[src/rtl/ram_arbiter.sv]
// Two-port round-robin arbiter in front of a single txs/txe RAM port.
// Request fields are latched at grant; a per-transaction timeout turns a hung RAM into an error completion.
module ram_arbiter #(
  parameter int unsigned TIMEOUT = 32'd255
) (
  input  logic        clk,
  input  logic        rst,
  input  logic        m0_txs,
  input  logic        m0_re,
  input  logic        m0_we,
  input  logic [63:0] m0_addr,
  input  logic [31:0] m0_wd,
  output logic        m0_txe,
  output logic        m0_err,
  output logic [31:0] m0_rd,
  input  logic        m1_txs,
  input  logic        m1_re,
  input  logic        m1_we,
  input  logic [63:0] m1_addr,
  input  logic [31:0] m1_wd,
  output logic        m1_txe,
  output logic        m1_err,
  output logic [31:0] m1_rd,
  output logic        ram_txs,
  output logic        ram_re,
  output logic        ram_we,
  output logic [63:0] ram_addr,
  output logic [31:0] ram_wd,
  input  logic        ram_txe,
  input  logic        ram_err,
  input  logic [31:0] ram_out,
  output logic [1:0]  grant
);

  typedef enum logic [1:0] {
    S_IDLE  = 2'd0,
    S_ISSUE = 2'd1,
    S_DONE  = 2'd2
  } state_t;

  state_t      r_state;
  state_t      w_state_nxt;
  logic [31:0] r_cnt;
  logic        r_rr_m1;

  logic        w_pick_m1;
  logic        w_grant_any;
  logic        w_timeout;
  logic        w_owner_txs;
  logic        w_release;
  logic        w_res_done;
  logic        w_res_err;
  logic [31:0] w_res_rd;

  logic        w_ram_txs_n, w_ram_re_n, w_ram_we_n;
  logic [63:0] w_ram_addr_n;
  logic [31:0] w_ram_wd_n;
  logic [1:0]  w_grant_n;
  logic        w_m0_txe_n, w_m0_err_n, w_m1_txe_n, w_m1_err_n;
  logic [31:0] w_m0_rd_n, w_m1_rd_n;
  logic [31:0] w_cnt_n;
  logic        w_rr_n;

  // r_rr_m1 set means m1 wins the next tie (m0 was served last)
  assign w_pick_m1   = m1_txs & (~m0_txs | r_rr_m1);
  assign w_grant_any = (m0_txs | m1_txs) & ~ram_txe;
  assign w_timeout   = (r_cnt >= TIMEOUT);
  assign w_owner_txs = grant[1] ? m1_txs : m0_txs;
  assign w_release   = ~w_owner_txs & ~ram_txe;

  // State, output and bookkeeping registers
  always_ff @(posedge clk) begin
    if (rst) begin
      r_state  <= S_IDLE;
      r_cnt    <= 32'd0;
      r_rr_m1  <= 1'b0;
      ram_txs  <= 1'b0;
      ram_re   <= 1'b0;
      ram_we   <= 1'b0;
      ram_addr <= 64'd0;
      ram_wd   <= 32'd0;
      grant    <= 2'b00;
      m0_txe   <= 1'b0;
      m0_err   <= 1'b0;
      m0_rd    <= 32'd0;
      m1_txe   <= 1'b0;
      m1_err   <= 1'b0;
      m1_rd    <= 32'd0;
    end else begin
      r_state  <= w_state_nxt;
      r_cnt    <= w_cnt_n;
      r_rr_m1  <= w_rr_n;
      ram_txs  <= w_ram_txs_n;
      ram_re   <= w_ram_re_n;
      ram_we   <= w_ram_we_n;
      ram_addr <= w_ram_addr_n;
      ram_wd   <= w_ram_wd_n;
      grant    <= w_grant_n;
      m0_txe   <= w_m0_txe_n;
      m0_err   <= w_m0_err_n;
      m0_rd    <= w_m0_rd_n;
      m1_txe   <= w_m1_txe_n;
      m1_err   <= w_m1_err_n;
      m1_rd    <= w_m1_rd_n;
    end
  end

  // Next-state selection
  always_comb begin
    w_state_nxt = r_state;
    case (r_state)
      S_IDLE:  w_state_nxt = w_grant_any ? S_ISSUE : S_IDLE;
      S_ISSUE: w_state_nxt = (ram_txe | w_timeout) ? S_DONE : S_ISSUE;
      S_DONE:  w_state_nxt = w_release ? S_IDLE : S_DONE;
      default: w_state_nxt = S_IDLE;
    endcase
  end

  // Next values of the registered outputs
  always_comb begin
    w_ram_txs_n  = ram_txs;
    w_ram_re_n   = ram_re;
    w_ram_we_n   = ram_we;
    w_ram_addr_n = ram_addr;
    w_ram_wd_n   = ram_wd;
    w_grant_n    = grant;
    w_m0_txe_n   = m0_txe;
    w_m0_err_n   = m0_err;
    w_m0_rd_n    = m0_rd;
    w_m1_txe_n   = m1_txe;
    w_m1_err_n   = m1_err;
    w_m1_rd_n    = m1_rd;
    w_cnt_n      = r_cnt;
    w_rr_n       = r_rr_m1;
    w_res_done   = 1'b0;
    w_res_err    = 1'b0;
    w_res_rd     = 32'd0;
    case (r_state)
      S_IDLE: begin
        if (w_grant_any) begin
          w_ram_txs_n  = 1'b1;
          w_ram_re_n   = w_pick_m1 ? m1_re   : m0_re;
          w_ram_we_n   = w_pick_m1 ? m1_we   : m0_we;
          w_ram_addr_n = w_pick_m1 ? m1_addr : m0_addr;
          w_ram_wd_n   = w_pick_m1 ? m1_wd   : m0_wd;
          w_grant_n    = w_pick_m1 ? 2'b10   : 2'b01;
          w_cnt_n      = 32'd0;
        end else begin
          w_grant_n    = 2'b00;
        end
      end
      S_ISSUE: begin
        // A real completion takes priority over a timeout in the same cycle
        if (ram_txe) begin
          w_res_done = 1'b1;
          w_res_err  = ram_err;
          w_res_rd   = ram_re ? ram_out : 32'd0;
        end else if (w_timeout) begin
          w_res_done = 1'b1;
          w_res_err  = 1'b1;
          w_res_rd   = 32'd0;
        end else begin
          w_cnt_n    = (r_cnt == 32'hFFFF_FFFF) ? r_cnt : r_cnt + 32'd1;
        end
        if (w_res_done) begin
          w_ram_txs_n = 1'b0;
          w_ram_re_n  = 1'b0;
          w_ram_we_n  = 1'b0;
          w_rr_n      = grant[0];
          w_m0_txe_n  = grant[0];
          w_m0_err_n  = grant[0] & w_res_err;
          w_m0_rd_n   = grant[0] ? w_res_rd : 32'd0;
          w_m1_txe_n  = grant[1];
          w_m1_err_n  = grant[1] & w_res_err;
          w_m1_rd_n   = grant[1] ? w_res_rd : 32'd0;
        end else begin
          w_rr_n      = r_rr_m1;
        end
      end
      S_DONE: begin
        if (w_release) begin
          w_grant_n  = 2'b00;
          w_m0_txe_n = 1'b0;
          w_m0_err_n = 1'b0;
          w_m0_rd_n  = 32'd0;
          w_m1_txe_n = 1'b0;
          w_m1_err_n = 1'b0;
          w_m1_rd_n  = 32'd0;
        end else begin
          w_grant_n  = grant;
        end
      end
      default: begin
        w_ram_txs_n = 1'b0;
        w_grant_n   = 2'b00;
      end
    endcase
  end

endmodule

[config.mk]
export PLATFORM = sky130hd
export DESIGN_NAME = ram_arbiter
export DESIGN_NICKNAME = d
export VERILOG_FILES = /design/src/rtl/ram_arbiter.sv
export SDC_FILE = /design/constraint.sdc
export NUM_CORES = 1
export LEC_CHECK = 0
export ABC_AREA = 1
export BUFFER_PORTS_ARGS = -buffer_cell sky130_fd_sc_hd__buf_4
export CORE_AREA = 4 4 155 157
export DETAILED_ROUTE_END_ITERATION = 6
export DIE_AREA = 0 0 159 161
export MAX_ROUTING_LAYER = met4
export PLACE_DENSITY_LB_ADDON = 0.05
export SLEW_MARGIN = 5
export SYNTH_ARGS = -nofsm -noshare
export SYNTH_HDL_FRONTEND = slang
export SYNTH_SLANG_ARGS = --single-unit
[constraint.sdc]
create_clock -name clk -period 2.8 [get_ports clk]
set_clock_uncertainty 0.2 [all_clocks]
set_input_delay 0.56 -clock clk [delete_from_list [all_inputs] [get_ports clk]]
set_output_delay 0.56 -clock clk [all_outputs]
set_load 0.01 [all_outputs]
# After elaboration in Yosys (flattened, before gate mapping)
# Cells that the tools add are included.
dict set report op_classes {
  n_addsub 1
  order_cmp 1
  eq_ne 9
  n_mux 48
  bitwise_logic 13
  reduce_logical 10
}
# operator count
set op_table {}
lappend op_table {{2-to-1 mux 32 bit} 12}
lappend op_table {{one-hot mux 32 bit (2 select lines)} 3}
lappend op_table {{2-to-1 mux 64 bit} 1}
lappend op_table {{adder 32 x 1 -> 32 bit, second input constant} 1}
lappend op_table {{equality test 32 bit, second input constant} 1}
lappend op_table {{>= comparator 32 x 8 -> 1 bit, second input constant} 1}
lappend op_table {{2-to-1 mux 1 bit} 18}
lappend op_table {{inequality test 2 bit, second input constant} 6}
lappend op_table {{one-hot mux 1 bit (2 select lines)} 6}
lappend op_table {{one-hot mux 2 bit (3 select lines)} 2}
lappend op_table {{2-to-1 mux 2 bit} 5}
lappend op_table {{AND reduction 3 bit} 3}
lappend op_table {{AND reduction 2 bit} 3}
lappend op_table {{bitwise AND 1 bit} 5}
lappend op_table {{NOT 1 bit} 5}
lappend op_table {{AND reduction 5 bit} 1}
lappend op_table {{nonzero test 2 bit} 2}
lappend op_table {{OR 1 bit} 3}
lappend op_table {{one-hot mux 1 bit (3 select lines)} 1}
lappend op_table {{equality test 2 x 1 -> 1 bit, second input constant} 1}
lappend op_table {{equality test 2 bit, second input constant} 1}
lappend op_table {{logical NOT 2 bit} 1}
dict set report totals {
  register_bits 204
  out_inout_bits 169
}

# Logic depth before layout (Yosys ltp)
# Gate-level depths: netlist (run 1).
dict set report logic_depth {
  depth_word 7
  depth_mapped 12
}

# Least setup slack after synthesis (run 1)
# Ideal clock, no wire load.
dict set report synth_path {
  kind {in2reg}
  startpoint {input port ram_txe}
  endpoint {register m0_rd[3]}
  setup_ns 0.135
  arrival_ns 1.495
  setup_slack_ns 0.970
  stages 8
  path_buffers 2
  path_cell_list {inv_2 nand3_1 nor2_1 inv_2 buf_2 buf_4 nand3_1 a21oi_1}
}
dict set report synth_via {
  elab_chain_cells 4
  word_cells_on_any_way 11
  classes_between {eq/ne: 2; mux: 6; bitwise: 2; reduce/logical: 1}
}
# item line_no
set synth_rtl {}
lappend synth_rtl {{start: declaration} 29} ;# input logic ram_txe,
lappend synth_rtl {{2-to-1 mux 32 bit, or another cell as far along} 154} ;# if (ram_txe) begin
lappend synth_rtl {{2-to-1 mux 32 bit, or another cell as far along} 172} ;# w_m0_rd_n = grant[0] ? w_res_rd : 32'd0;
lappend synth_rtl {{2-to-1 mux 32 bit or inequality test 2 bit (tied branches)} -}
lappend synth_rtl {{one-hot mux 32 bit (2 select lines) or AND reduction 3 bit (tied branches)} -}
lappend synth_rtl {{end signal: assignment} 101} ;# m0_rd <= w_m0_rd_n;
lappend synth_rtl {{end: declaration} 15} ;# output logic [31:0] m0_rd,
# Several ways; a longest one is shown, not always the timed one. The select of a mux whose other input is x is not followed.
# A chain may end at the register's enable or synchronous reset.

# Final worst setup path (run 1)
dict set report layout_path {
  startpoint {register r_cnt[0]}
  endpoint {register m1_rd[14]}
}
dict set report layout_via {
  elab_chain_cells 6
}
# item line_no
set layout_rtl {}
lappend layout_rtl {{start: declaration} 43} ;# logic [31:0] r_cnt;
lappend layout_rtl {{start signal: assignment} 91} ;# r_cnt <= w_cnt_n;
lappend layout_rtl {{>= comparator 32 x 8 -> 1 bit} 67} ;# assign w_timeout = (r_cnt >= TIMEOUT);
lappend layout_rtl {{2-to-1 mux 1 bit} 158} ;# end else if (w_timeout) begin
lappend layout_rtl {{2-to-1 mux 1 bit} 154}
lappend layout_rtl {{2-to-1 mux 1 bit} 138} ;# case (r_state)
lappend layout_rtl {{inequality test 2 bit (no line)} -}
lappend layout_rtl {{AND reduction 3 bit (no line)} -}
lappend layout_rtl {{end signal: assignment} 104} ;# m1_rd <= w_m1_rd_n;
lappend layout_rtl {{end: declaration} 23} ;# output logic [31:0] m1_rd,
# Every way passes these cells. The select of a mux whose other input is x is not followed.

==> reports/metrics.csv, run 1 <==
metric;value;unit
FMAX;437;MHz
outcome;completed;
Root Driver;clkbuf_16;
Avg Cell Area, Syn;7.68;um2
register area share after synthesis;0.456;
Max-cap violations;0;
critical path startpoint category;flop;
ratio of cells with drive above 1 in the final layout;0.367;
worst hold path type;in2reg;
Max IR drop VDD;380;uV
Clock Sinks;204;
initial DRC count;514;
I/O Pins;403;
Setup Fix Bufs, Post-CTS;0;
latest clock arrival within the worst-skew pair;0.50;ns
post_cts resized;0;
met3 WL;2650;um
#FFs+latches synth;204;
setup_tns;0;ns
Antenna diodes;0;
CTS tree;yes;
area of the core;22500;um2
cts hold-fix bufs;0;
filler cell count in the final layout;2203;
IO Port Bufs;402;
P_leak;5.47;nW
standard-cell rows;55;
Die X;159;um
CTS clk-pin slew, worst paths;0.06;ns
Post-Layout Cell Count;1820;
GRT Util Overall;0.243;
Pwr Total;7.08;mW
dpl ws;0.485;ns
DPL Wire Length;23100;um
pwr dens;552;nW/um2
minimum clock period;2.29;ns
met2 wire length;15100;um
drt total wl;32400;um
H-tree Lvls;1;
FF+latch area;4080;um2
DIE AREA;25600;um2
first-pass GRT wire length;49200;um
number of vias per cell;5.04;
synth warn;0;
# DRC;0;
Nets;1754;
gp weighted congestion;0.866;
Cell Area, Synth;8950;um2
Synth cell types;35;
CTS buffer count;23;
largest net degree at the start of global routing;75;
gr ovfl total;0;
Least-Margin Pin Slew;0.840;ns
Placed Area;12100;um2
Post-Route M1 WL;13200;um
Crit Path Max Fanout;24;
area of the multi-input gates;4110;um2
DIE HEIGHT;161;um
Core Util, Final;0.571;
deepest clock path buffer count;3;
Final ANT Viol Nets;0;
leading area contributor after synthesis;dfxtp_1;
vias in the first global route;8888;
Vias;9178;
WHS;0.111;ns
# setup viols final;0;
CP arrival;2.53;ns
Crit Path Class;reg2reg;
RSZ-0062 raised after global routing;no;
fraction of the cycle the final worst path needs;0.818;
Synth top area share;0.456;
relative slew slack;0.440;
final worst slack;0.510;ns
syn_nets;1400;
Slew Viols, Final;0;
top cells by area, synth;dfxtp_1, nand2_1, a31oi_1;
WP data required;3.04;ns
initial antenna violation count;0;
Layout area overhead;43.5;%
Cells after Synth;1165;
placed insts;1779;
top sig layer;met4;
CP Capture Type;flop;
Initial Utilization;0.398;
final hold violation count;0;
DR pass1 iterations;5;
design area;12800;um2
WL/cell;17.8;um
[worst max-delay path, stage by stage (launching register included)]
cell and delay [ns]:
dfxtp_1 0.34, ha_1 0.23, nand3_1 0.15, nor2_2 0.07, nor2_4 0.15, nand3_4 0.09, nand2_4 0.29, buf_4 0.38
nand3_2 0.13, a21oi_2 0.17
[power breakdown]
part / internal (mW) / switching [mW] / total [mW]
clock: 1.74 / 1.20 / 2.94
combinational: 0.482 / 0.576 / 1.06
sequential: 3.02 / 0.0650 / 3.08
[placed cells by master, fill, tap and decap left out, drive strengths merged]
cell     count
buf        425
nand2      389
dfxtp      204
a31oi       91
a21oi       86
nand3       83
inv         74
nor3        56
clkbuf      35
nand4       34
nor2        33
a22oi        5
clkinv       5
xor2         3
xnor2        3
o21ai        3
nand3b       2
or2          1
o2111ai      1
o21bai       1
ha           1
[path summary, 6_finish.rpt]
| path | startpoint | endpoint | slack [ns] | cells past startpoint |
|---|---|---|---|---|
| max | r_cnt[0] | m1_rd[14] | 0.51 | 9 |
| min | m0_addr[30] | ram_addr[30] | 0.11 | 3 |
| max reg2reg | r_cnt[0] | m1_rd[14] | 0.51 | 9 |
| min reg2reg | r_cnt[19] | r_cnt[19] | 0.24 | 2 |
[synthesized netlist by cell type]
cell type / instances
a21oi_1: 56
a21oi_2: 30
a22oi_1: 5
a31oi_1: 91
buf_1: 9
buf_12: 1
buf_2: 19
buf_4: 7
buf_6: 3
buf_8: 4
clkbuf_1: 53
dfxtp_1: 204
ha_1: 1
inv_1: 69
inv_2: 4
nand2_1: 386
nand2_2: 1
nand2_4: 2
nand3_1: 29
nand3_2: 53
nand3_4: 1
nand3b_1: 2
nand4_1: 33
nand4_2: 1
nor2_1: 27
nor2_2: 3
nor2_4: 3
nor3_1: 56
o2111ai_1: 1
o21ai_0: 2
o21ai_2: 1
o21bai_1: 1
or2_2: 1
xnor2_1: 3
xor2_1: 3
[logic make-up (layout without fill, tap and decap cells)]
family / after synthesis / after routing / synth area share
adders and majority gates: 1 / 1 / 0.00140
and+or+nand+nor: 598 / 598 / 0.318
buffers and inverters: 169 / 539 / 0.0859
AOI/OAI and AO/OA: 187 / 187 / 0.132
DFF: 204 / 204 / 0.456
xor gates and xnor gates: 6 / 6 / 0.00587
[state kept, by name, summed over array words and instances, names as in the netlist]
register	flops
grant	2
m1_err	1
m1_txe	1
ram_txs	1
ram_addr	64
m0_err	1
m0_txe	1
m0_rd	32
r_cnt	32
ram_re	1
ram_wd	32
r_rr_m1	1
r_state	2
ram_we	1
m1_rd	32
[metal layers]
layer,global-route usage,vias to the layer above
li1,-,4574
met1,0.289,4211
met2,0.384,325
met3,0.0740,68
met4,0.103,0
met5,-,-
[layout make-up]
cell class,instances,area share
Clock buffer,35,0.0553
Sequential cell,204,0.318
Multi-Input combinational cell,792,0.320
Tap cell,285,0.0278
Clock inverter,6,0.00263
Inverter,73,0.0213
Timing Repair Buffer,425,0.255
Note: power is estimated with default switching activity, not from simulation.
==> run 2: changes to the inputs <==
Settings changed: CORE_AREA 4 4 155 157 to 4 4 156 158, DIE_AREA 0 0 159 161 to 0 0 160 162.
Clock period 2.8 ns to 2.4 ns, I/O delays scaled along.
==> run 2 against run 1 <==
- wire length is 0.66% higher
- clock power grew 24%
- power up 20%
- clock-buffer cell count is 7 lower
- hold slack worse by 0.075 ns
- die area up 1.3%
- sequential cell count unchanged
- register-to-register slack worse by 0.22 ns
- first-iteration DRC count increased by 6.0%
- largest cell class unchanged
- highest routed layer unchanged
==> reports/metrics.csv, run 2 (synthesized netlist as in run 1, its figures left out) <==
metric;value;unit;change
fraction of the cycle the final worst path needs;0.879;;was 0.818
CTS tree;yes;;unchanged
outcome;completed;;unchanged
gp weighted congestion;0.844;;was 0.866
standard-cell rows;56;;was 55
final hold violation count;0;;unchanged
Clock Sinks;204;;unchanged
Pwr Total;8.53;mW;was 7.08 mW
initial antenna violation count;0;;unchanged
Max-cap violations;0;;unchanged
# setup viols final;0;;unchanged
filler cell count in the final layout;2210;;was 2203
cts hold-fix bufs;0;;unchanged
Slew Viols, Final;0;;unchanged
Crit Path Max Fanout;33;;was 24
minimum clock period;2.11;ns;was 2.29 ns
CP arrival;2.34;ns;was 2.53 ns
cell family with most CP delay;simple AND/OR/NAND/NOR gates;;unchanged
drt total wl;32600;um;was 32400 um
worst-path cell chain;ha_1, nand3_1, nor2_2, nor2_4, nand3_4, nand2_4, nand2_4, nand2_1, a21oi_2;;was ha_1, nand3_1, nor2_2, nor2_4, nand3_4, nand2_4, buf_4, nand3_2, a21oi_2
DPL Wire Length;23500;um;was 23100 um
IO Port Bufs;402;;unchanged
placed insts;1790;;was 1779
post_cts resized;0;;unchanged
Biggest register;ram_addr;;unchanged
worst hold path type;in2reg;;unchanged
pwr dens;655;nW/um2;was 552 nW/um2
gr ovfl total;0;;unchanged
Setup Fix Bufs, Post-CTS;0;;unchanged
DIE HEIGHT;162;um;was 161 um
latest clock arrival within the worst-skew pair;0.50;ns;about the same
ratio of cells with drive above 1 in the final layout;0.369;;was 0.367
Vias;9165;;was 9178
WP data required;2.63;ns;was 3.04 ns
Crit Path Class;reg2reg;;unchanged
CP most frequent cell;nand2_4;;
setup_tns;0;ns;unchanged
H-tree Lvls;1;;unchanged
first-pass GRT wire length;48400;um;was 49200 um
Post-Layout Cell Count;1831;;was 1820
Nets;1760;;was 1754
commonest non-fill, non-tap cell in the layout;buf_4;;unchanged
RSZ-0062 raised after global routing;no;;unchanged
Die X;160;um;was 159 um
initial DRC count;545;;was 514
DIE AREA;25900;um2;was 25600 um2
GRT Util Overall;0.238;;was 0.243
deepest clock path buffer count;3;;unchanged
WL/cell;17.8;um;about the same
DR pass1 iterations;5;;unchanged
P_leak;5.54;nW;was 5.47 nW
Root Driver;clkbuf_16;;unchanged
area of the core;23100;um2;was 22500 um2
Initial Utilization;0.387;;was 0.398
CP Capture Type;flop;;unchanged
commonest cells after routing, fill and taps aside;buf_4, nand2_1, dfxtp_1;;unchanged
Layout area overhead;45.5;%;was 43.5%
number of vias per cell;5.01;;was 5.04
Final ANT Viol Nets;0;;unchanged
# DRC;0;;unchanged
critical path startpoint category;flop;;unchanged
CTS buffer count;23;;unchanged
Largest register FFs;64;;unchanged
FF+latch area;4080;um2;unchanged
Least-Margin Pin Slew;0.449;ns;was 0.840 ns
Buf+Inv Stages, Crit Path;0;;was 1
relative slew slack;0.700;;was 0.440
CTS clk-pin slew, worst paths;0.06;ns;about the same
vias in the first global route;8613;;was 8888
largest net degree at the start of global routing;79;;was 75
FMAX;474;MHz;was 437 MHz
CP max stage delay;0.37;ns;was 0.38 ns
Critical Path Slowest Stage Cell;dfxtp_1;;was buf_4
area of the multi-input gates;4110;um2;unchanged
I/O Pins;403;;unchanged
Antenna diodes;0;;unchanged
Max IR drop VDD;617;uV;was 380 uV
[run 2: worst paths after layout]
| kind | cells after the start | slack (ns) | start | to |
|---|---|---|---|---|
| setup / recovery | 9 | 0.29 | r_cnt[0] | m1_rd[26] |
| hold / removal | 3 | 0.04 | m0_addr[53] | ram_addr[53] |
| setup reg to reg | 9 | 0.29 | r_cnt[0] | m1_rd[26] |
| hold reg to reg | 2 | 0.24 | r_cnt[31] | r_cnt[31] |
[run 2: routing by layer]
layer,GRT usage,routed length [um],vias to the layer above
li1,-,-,4587
met1,0.283,12700,4171
met2,0.396,16200,351
met3,0.0591,2620,56
met4,0.0829,1110,0
met5,-,0,-
[run 2: cell type report]
class	instances	share of cell area
clock buffer	28	0.0464
inverter	73	0.0211
tap	290	0.0279
timing repair buffer	431	0.261
clock inverter	13	0.0134
sequential	204	0.314
multi-input combinational	792	0.316
[run 2: worst min-delay path: cells and delay by family]
| kind | cells | cell delay, ns |
|---|---|---|
| AOI/OAI and AO/OA | 1 | 0.10 |
| and+or+nand+nor | 1 | 0.04 |
| buffers and inverters | 1 | 0.07 |
[run 2: where the power goes]
part	internal, mW	switching, mW
Sequential	3.52	0.0755
Clock	2.23	1.44
Combinational	0.592	0.677
[run 2: stage by stage]
stage	instance area, um2	hold slack (ns)	utilization	setup slack (ns)
2_1_floorplan	8950	0.224	-	0.573
3_3_place_gp	12200	0.232	0.529	0.268
3_5_place_dp	12200	0.235	0.529	0.249
4_1_cts	13000	0.0176	0.563	0.279
5_1_grt	13000	0.0265	0.563	0.134
6_report	13000	0.0357	0.563	0.290
